### config.mk
export PLATFORM = sky130hd
export DESIGN_NAME = regfile_mp
export DESIGN_NICKNAME = d
export VERILOG_FILES = /design/src/rtl/regfile_mp.sv
export SDC_FILE = /design/constraint.sdc
export NUM_CORES = 1
export LEC_CHECK = 0
export ABC_AREA = 1
export CORE_MARGIN = 5
export CORE_UTILIZATION = 41
export DETAILED_ROUTE_END_ITERATION = 8
export PLACE_DENSITY = 0.57
export SETUP_SLACK_MARGIN = 0.15
export SLEW_MARGIN = 20
export SYNTH_ARGS = -nofsm -noshare
export SYNTH_HDL_FRONTEND = slang
export SYNTH_SLANG_ARGS = --single-unit
### constraint.sdc
create_clock -name clk -period 4.49 [get_ports clk]
set_clock_uncertainty 0.05 [all_clocks]
set_input_delay 0.449 -clock clk [delete_from_list [all_inputs] [get_ports clk]]
set_output_delay 0.449 -clock clk [all_outputs]
set_load 0.1 [all_outputs]
### src/rtl/regfile_mp.sv
// regfile_mp: parametrised register file, 2 async read ports, 1 sync write port,
//   post-reset hardware clear sequencer and a combinational debug window.
// Latency: reads combinational; writes visible after the next posedge; ready rises
//   NUM_REGS posedges after rst_n deasserts.
// Backpressure: none; writes presented while not ready are silently dropped.
//
// Ports:
//   clk, rst_n        clock, asynchronous active-low reset
//   ra, rb            read indices       -> busa, busb read data
//   rw, busw, we      write index, data, enable
//   ready             clear sequence done, file usable
//   wr_ack            registered pulse: a write was committed on the previous edge
//   dbg_win           regs[DBG_BASE .. DBG_BASE+DBG_N-1], lowest index in the LSBs
//
// Optional build macro: REGFILE_BYPASS_EN
//   defined   -> same-cycle write-to-read forwarding on busa/busb (not on dbg_win)
//   undefined -> reads always return the pre-edge array contents

module regfile_mp #(
    parameter int DATA_W   = 32,
    parameter int ADDR_W   = 5,
    parameter int ZERO_REG = 1,
    parameter int DBG_BASE = 4,
    parameter int DBG_N    = 4
) (
    input  logic                    clk,
    input  logic                    rst_n,
    input  logic [ADDR_W-1:0]       ra,
    input  logic [ADDR_W-1:0]       rb,
    output logic [DATA_W-1:0]       busa,
    output logic [DATA_W-1:0]       busb,
    input  logic [ADDR_W-1:0]       rw,
    input  logic [DATA_W-1:0]       busw,
    input  logic                    we,
    output logic                    ready,
    output logic                    wr_ack,
    output logic [DBG_N*DATA_W-1:0] dbg_win
);

    localparam int NUM_REGS = 2 ** ADDR_W;

    typedef enum logic {
        ST_CLEAR = 1'b0,
        ST_RUN   = 1'b1
    } state_t;

    // ------------------------------------------------------------------
    // State
    // ------------------------------------------------------------------
    state_t              state_q, state_d;
    logic [ADDR_W-1:0]   clr_idx_q, clr_idx_d;
    logic                ready_q, ready_d;
    logic                wr_ack_q, wr_ack_d;

    // Storage has no reset; the clear sequencer zeroes it after every reset.
    logic [DATA_W-1:0]   regs_q [NUM_REGS];

    // Array write port, shared between the clear sequencer and normal writes.
    logic                arr_we;
    logic [ADDR_W-1:0]   arr_idx;
    logic [DATA_W-1:0]   arr_dat;

    logic                run;
    logic                wr_to_zero;
    logic                commit;

    assign run        = (state_q == ST_RUN);
    assign wr_to_zero = (ZERO_REG != 0) && (rw == '0);
    // A write is committed only in RUN and never to the hardwired zero register.
    assign commit     = run && we && !wr_to_zero;

    // ------------------------------------------------------------------
    // Sequencer: next state
    // ------------------------------------------------------------------
    always_comb begin
        state_d   = state_q;
        clr_idx_d = clr_idx_q;
        case (state_q)
            ST_CLEAR: begin
                // Stop on the all-ones index; the counter never wraps back to 0,
                // so RUN is reached exactly once per reset.
                if (clr_idx_q == {ADDR_W{1'b1}}) begin
                    state_d = ST_RUN;
                end else begin
                    clr_idx_d = clr_idx_q + ADDR_W'(1);
                end
            end
            ST_RUN: begin
                state_d = ST_RUN;
            end
            default: begin
                state_d   = ST_CLEAR;
                clr_idx_d = '0;
            end
        endcase
    end

    // ready is registered from the next state so it rises on the same edge
    // that completes the final clear write.
    always_comb begin
        ready_d  = (state_d == ST_RUN);
        wr_ack_d = commit;
    end

    always_ff @(posedge clk or negedge rst_n) begin
        if (!rst_n) begin
            state_q   <= ST_CLEAR;
            clr_idx_q <= '0;
            ready_q   <= 1'b0;
            wr_ack_q  <= 1'b0;
        end else begin
            state_q   <= state_d;
            clr_idx_q <= clr_idx_d;
            ready_q   <= ready_d;
            wr_ack_q  <= wr_ack_d;
        end
    end

    assign ready  = ready_q;
    assign wr_ack = wr_ack_q;

    // ------------------------------------------------------------------
    // Storage write port
    // ------------------------------------------------------------------
    // In CLEAR the sequencer owns the port and we is ignored. A clear write
    // may also occur while rst_n is held low; it only writes zero to index 0,
    // which the sequencer rewrites anyway.
    always_comb begin
        arr_we  = 1'b0;
        arr_idx = rw;
        arr_dat = busw;
        if (!run) begin
            arr_we  = 1'b1;
            arr_idx = clr_idx_q;
            arr_dat = '0;
        end else if (commit) begin
            arr_we  = 1'b1;
            arr_idx = rw;
            arr_dat = busw;
        end
    end

    always_ff @(posedge clk) begin
        if (arr_we) begin
            regs_q[arr_idx] <= arr_dat;
        end
    end

    // ------------------------------------------------------------------
    // Read ports
    // ------------------------------------------------------------------
    // Zero forcing wins over forwarding: a write to index 0 is never
    // committed, so commit already excludes it, but the ordering makes the
    // intent explicit.
    always_comb begin
        busa = regs_q[ra];
        busb = regs_q[rb];

        if (!run || ((ZERO_REG != 0) && (ra == '0))) begin
            busa = '0;
        end
`ifdef REGFILE_BYPASS_EN
        else if (commit && (ra == rw)) begin
            busa = busw;
        end
`endif

        if (!run || ((ZERO_REG != 0) && (rb == '0))) begin
            busb = '0;
        end
`ifdef REGFILE_BYPASS_EN
        else if (commit && (rb == rw)) begin
            busb = busw;
        end
`endif
    end

    // ------------------------------------------------------------------
    // Debug window: never forwarded, same zero/CLEAR forcing as the read ports
    // ------------------------------------------------------------------
    for (genvar g = 0; g < DBG_N; g++) begin : g_dbg
        localparam logic [ADDR_W-1:0] IDX = ADDR_W'(DBG_BASE + g);
        localparam bit                IS_ZERO = (ZERO_REG != 0) && (DBG_BASE + g == 0);

        assign dbg_win[g*DATA_W +: DATA_W] = (run && !IS_ZERO) ? regs_q[IDX] : '0;
    end

endmodule
==> summary.txt <==
Outcome
  • Status: finished clean

Critical path
  • Critical R2R Launch: ready$_DFF_PN0_
  • Crit path top cell by count: buf_4
  • CP peak stage delay: 0.67 ns
  • Worst Reg-to-Reg Cells: 8
  • CP Cell Sequence: buf_4 -> nand2_2 -> buf_4 -> a21oi_1 -> buf_12
  • Terminus of the critical flop-to-flop path: regs_q[13][9]$_DFFE_PP_
  • Critical Path Stages: 5
  • Crit start category: flip-flop
  • Setup CP Type: flip-flop to output port
  • CP max-delay cell: dfrtp_4
  • Data required, critical path: 3.99 ns
  • Worst setup startpoint: ready$_DFF_PN0_
  • WP data arrival: 3.66 ns
  • Delay-heaviest family, CP: buffers and inverters
  • Reg2Reg Setup Slack: 1.16 ns
  • Crit path capture type: output port
  • Crit Path Max Fanout: 34
  • Crit path to: busb[18]
  • Buf/Inv on CP: 3

Cells and area
  • Non-filler cells, final: 8114
  • Layout cells sized above 1: 8.522%
  • Ant diodes: 0
  • Register Area: 30930 µm²
  • Area of the multi-input gates: 19140 µm²
  • Area delta synth->final: 15.30%
  • Layout fillers: 12073
  • Final-stage net count: 6335

Floorplanning
  • I/O pin cnt: 244
  • Die Wd: 369.5 µm
  • # rows: 132
  • Core Region: 129000 µm²
  • Die Area: 136500 µm²
  • Initial core utilization: 41.08%
  • Die height: 369.5 µm

STA
  • Post-route clock period utilization: 92.53%
  • Max_slew headroom: 25.03%
  • Peak Freq: 240.7 MHz
  • Min Clock Period, post-route: 4.155 ns
  • Setup ws final: 0.3354 ns
  • Pins over their slew limit: 0
  • Final setup vio count: 0
  • Worst Max-Slew Pin Slew: 1.124 ns
  • Hold WS: 0.3028 ns
  • Final Hold Fails: 0
  • RSZ-0062 raised after global routing: no
  • Setup_tns: 0 ns

Synth
  • Sequential fraction of the synthesis area: 58.36%
  • Flops & latches, synth: 1031
  • Largest family of logic cells by synthesized area: simple AND/OR/NAND/NOR gates
  • Syn Inst Count: 6202
  • Syn nets: 6254
  • Post-synthesis mux area share: 0%
  • FFs w/ async S/R, synth: 0.6790%
  • Top cells by area, synth: edfxtp_1 58%, nand2_1 20%, nand3_1 10%, a21oi_1 3.0%, buf_2 2.1%
  • Synth Area in Compound Gates: 3.868%
  • Most common library cells after synthesis: 2892 x nand2_1, 1094 x nand3_1, 1024 x edfxtp_1
  • Synth area leader: edfxtp_1
  • Share of the synthesized area in the top cell type: 58.03%
  • Synth Area in Simple Gates: 31.67%
  • Mapped Area: 52990 µm²
  • Most used DFF post-synth: edfxtp_1
  • Warnings from Yosys: 0
  • Distinct cells, synth: 26
  • Post-synthesis adder-cell area fraction: 0.04723%
  • Most frequent cell after synthesis: nand2_1
  • Mapped Avg Cell Area: 8.543 µm²
  • Synth Area in XOR/XNOR: 0.04959%
  • Post-synth EDFFs: 1024

Pwr
  • Clock power share: 38.9%
  • PwrDens: 368.9 nW/µm²
  • Leak Pwr: 24.88 nW
  • Comb pwr share: 14.0%
  • Sequential share of power: 47.1%
  • Sw Ratio: 27.62%
  • Int Pwr: 16.31 mW
  • Peak supply drop: 0.3084 mV
  • Net switching power: 6.223 mW

GRT
  • Vias in the first global route: 43918
  • First-pass GRT wire length: 292400 µm
  • Largest net degree at the start of global routing: 128
  • GRT overflow: 0
  • Total track usage: 28.51%
  • Initial antenna violation count: 0

Job
  • Max Cap Violations: 0

Detailed routing
  • DR vias: 46269
  • Remaining DRCs: 0
  • First-pass iteration count of the detailed router: 9
  • Vias/cell: 5.702
  • Wire per inst: 24.71 µm
  • Final ANT Viol Nets: 0
  • Final wirelength: 200500 µm
  • DRT iter0 DRCs: 6190

Placed design
  • Cells after DPL: 7909
  • Final HPWL DP: 119000 µm
  • Gp weighted congestion: 0.9002
  • PortBufs: 243
  • Pre-CTS setup slack: 0.9903 ns

Clock tree
  • Clk root buf: clkbuf_16
  • CTS tree: done
  • Post-cts sizing count: 0
  • Clock buffer count from CTS: 113
  • Worst-Skew Late Latency: 0.70 ns
  • Worst-path clk slew: 0.06 ns
  • Clk sinks: 1031
  • CTS HTree Levels: 3
  • Max Root-Sink Buffers: 3

Min path
  • Hold Path Class: input port to flip-flop
[layer usage]
metal	vias to the layer above	share of wire (%)	global-route usage (%)	routed length [µm]
met1	22225	39	38.42	79060
met4	0	5.0	12.84	9970
li1	20815	-	-	-
met5	-	0	0	0
met3	519	10	5.285	20450
met2	2710	45	45.04	91050
[stage by stage]
step | cell area, µm² | total power [mW] | util, %
floorplan | 52990 | 12.67 | -
global placement | 57690 | 13.92 | 44.72
detailed placement | 57690 | 13.93 | 44.72
CTS | 61090 | 22.61 | 47.36
global route | 61090 | 23.14 | 47.36
finish | 61090 | 22.53 | 47.36
[sequential cells by signal, summed over array words and instances (netlist names)]
name       count
wr_ack         1
clr_idx_q      5
ready          1
regs_q      1024
[power groups by stage]
stage / Combinational, mW / Clock (mW) / Sequential, mW
floorplan: 1.85 / 0 / 10.8
global placement: 3.10 / 0 / 10.8
detailed placement: 3.11 / 0 / 10.8
CTS: 3.11 / 8.87 / 10.6
global route: 3.30 / 9.22 / 10.6
finish: 3.16 / 8.76 / 10.6
[tightest hold or removal path, cell delays in order]
cell and delay (ns):
clkdlybuf4s50_1 0.40, nand3_1 0.12, inv_1 0.05
[layout make-up]
cell class / count / share of cell area (%)
Clock buffer: 149 / 4.885
Sequential cell: 1031 / 50.63
Tap cell: 1742 / 3.568
Clock inverter: 55 / 0.6697
Timing Repair Buffer: 399 / 7.496
Inverter: 224 / 1.425
Multi-Input combinational cell: 4514 / 31.33
[cell families (layout without fill, tap and decap cells)]
logic type,after synthesis,count (layout)
compound gates,409,409
xor+xnor,3,3
fa+ha+maj,2,2
buf+inv,657,827
simple gates,4100,4100
flops,1031,1031
[cells in the final DEF (no fill, tap or decap), drive strengths merged, types with 2 or more instances in the layout]
master | synthesis | final
nand3 | 1094 | 1094
clkbuf | 88 | 149
or2 | 2 | 2
dfrtp | 7 | 7
nand2 | 2894 | 2894
buf | 345 | 341
o21ai | 87 | 87
clkdlybuf4s50 | 0 | 57
bufinv | 0 | 4
inv | 223 | 225
nand4 | 3 | 3
ha | 2 | 2
clkinvlp | 0 | 4
xor2 | 2 | 2
clkinv | 1 | 46
edfxtp | 1024 | 1024
nor2 | 105 | 105
a21oi | 321 | 321
[timing repair]
action / in CTS / in global routing
hold buffers: 1 / 0
buffers inserted: 0 / 0
hold endpoints to repair: 7 / 0
[worst min path at each step]
stage	startpoint	slack (ns)	to	cells past startpoint
after CTS	we	0.28	wr_ack$_DFF_PN0_	3
after global placement	clr_idx_q[4]$_DFFE_PN0P_	0.44	clr_idx_q[4]$_DFFE_PN0P_	2
final	we	0.30	wr_ack$_DFF_PN0_	3
after global routing	we	0.31	wr_ack$_DFF_PN0_	3
after floorplan	rst_n	0.10	clr_idx_q[0]$_DFFE_PN0P_	0
after detailed placement	clr_idx_q[3]$_DFFE_PN0P_	0.44	clr_idx_q[3]$_DFFE_PN0P_	1
No activity file was read; power rests on OpenSTA's default activity.
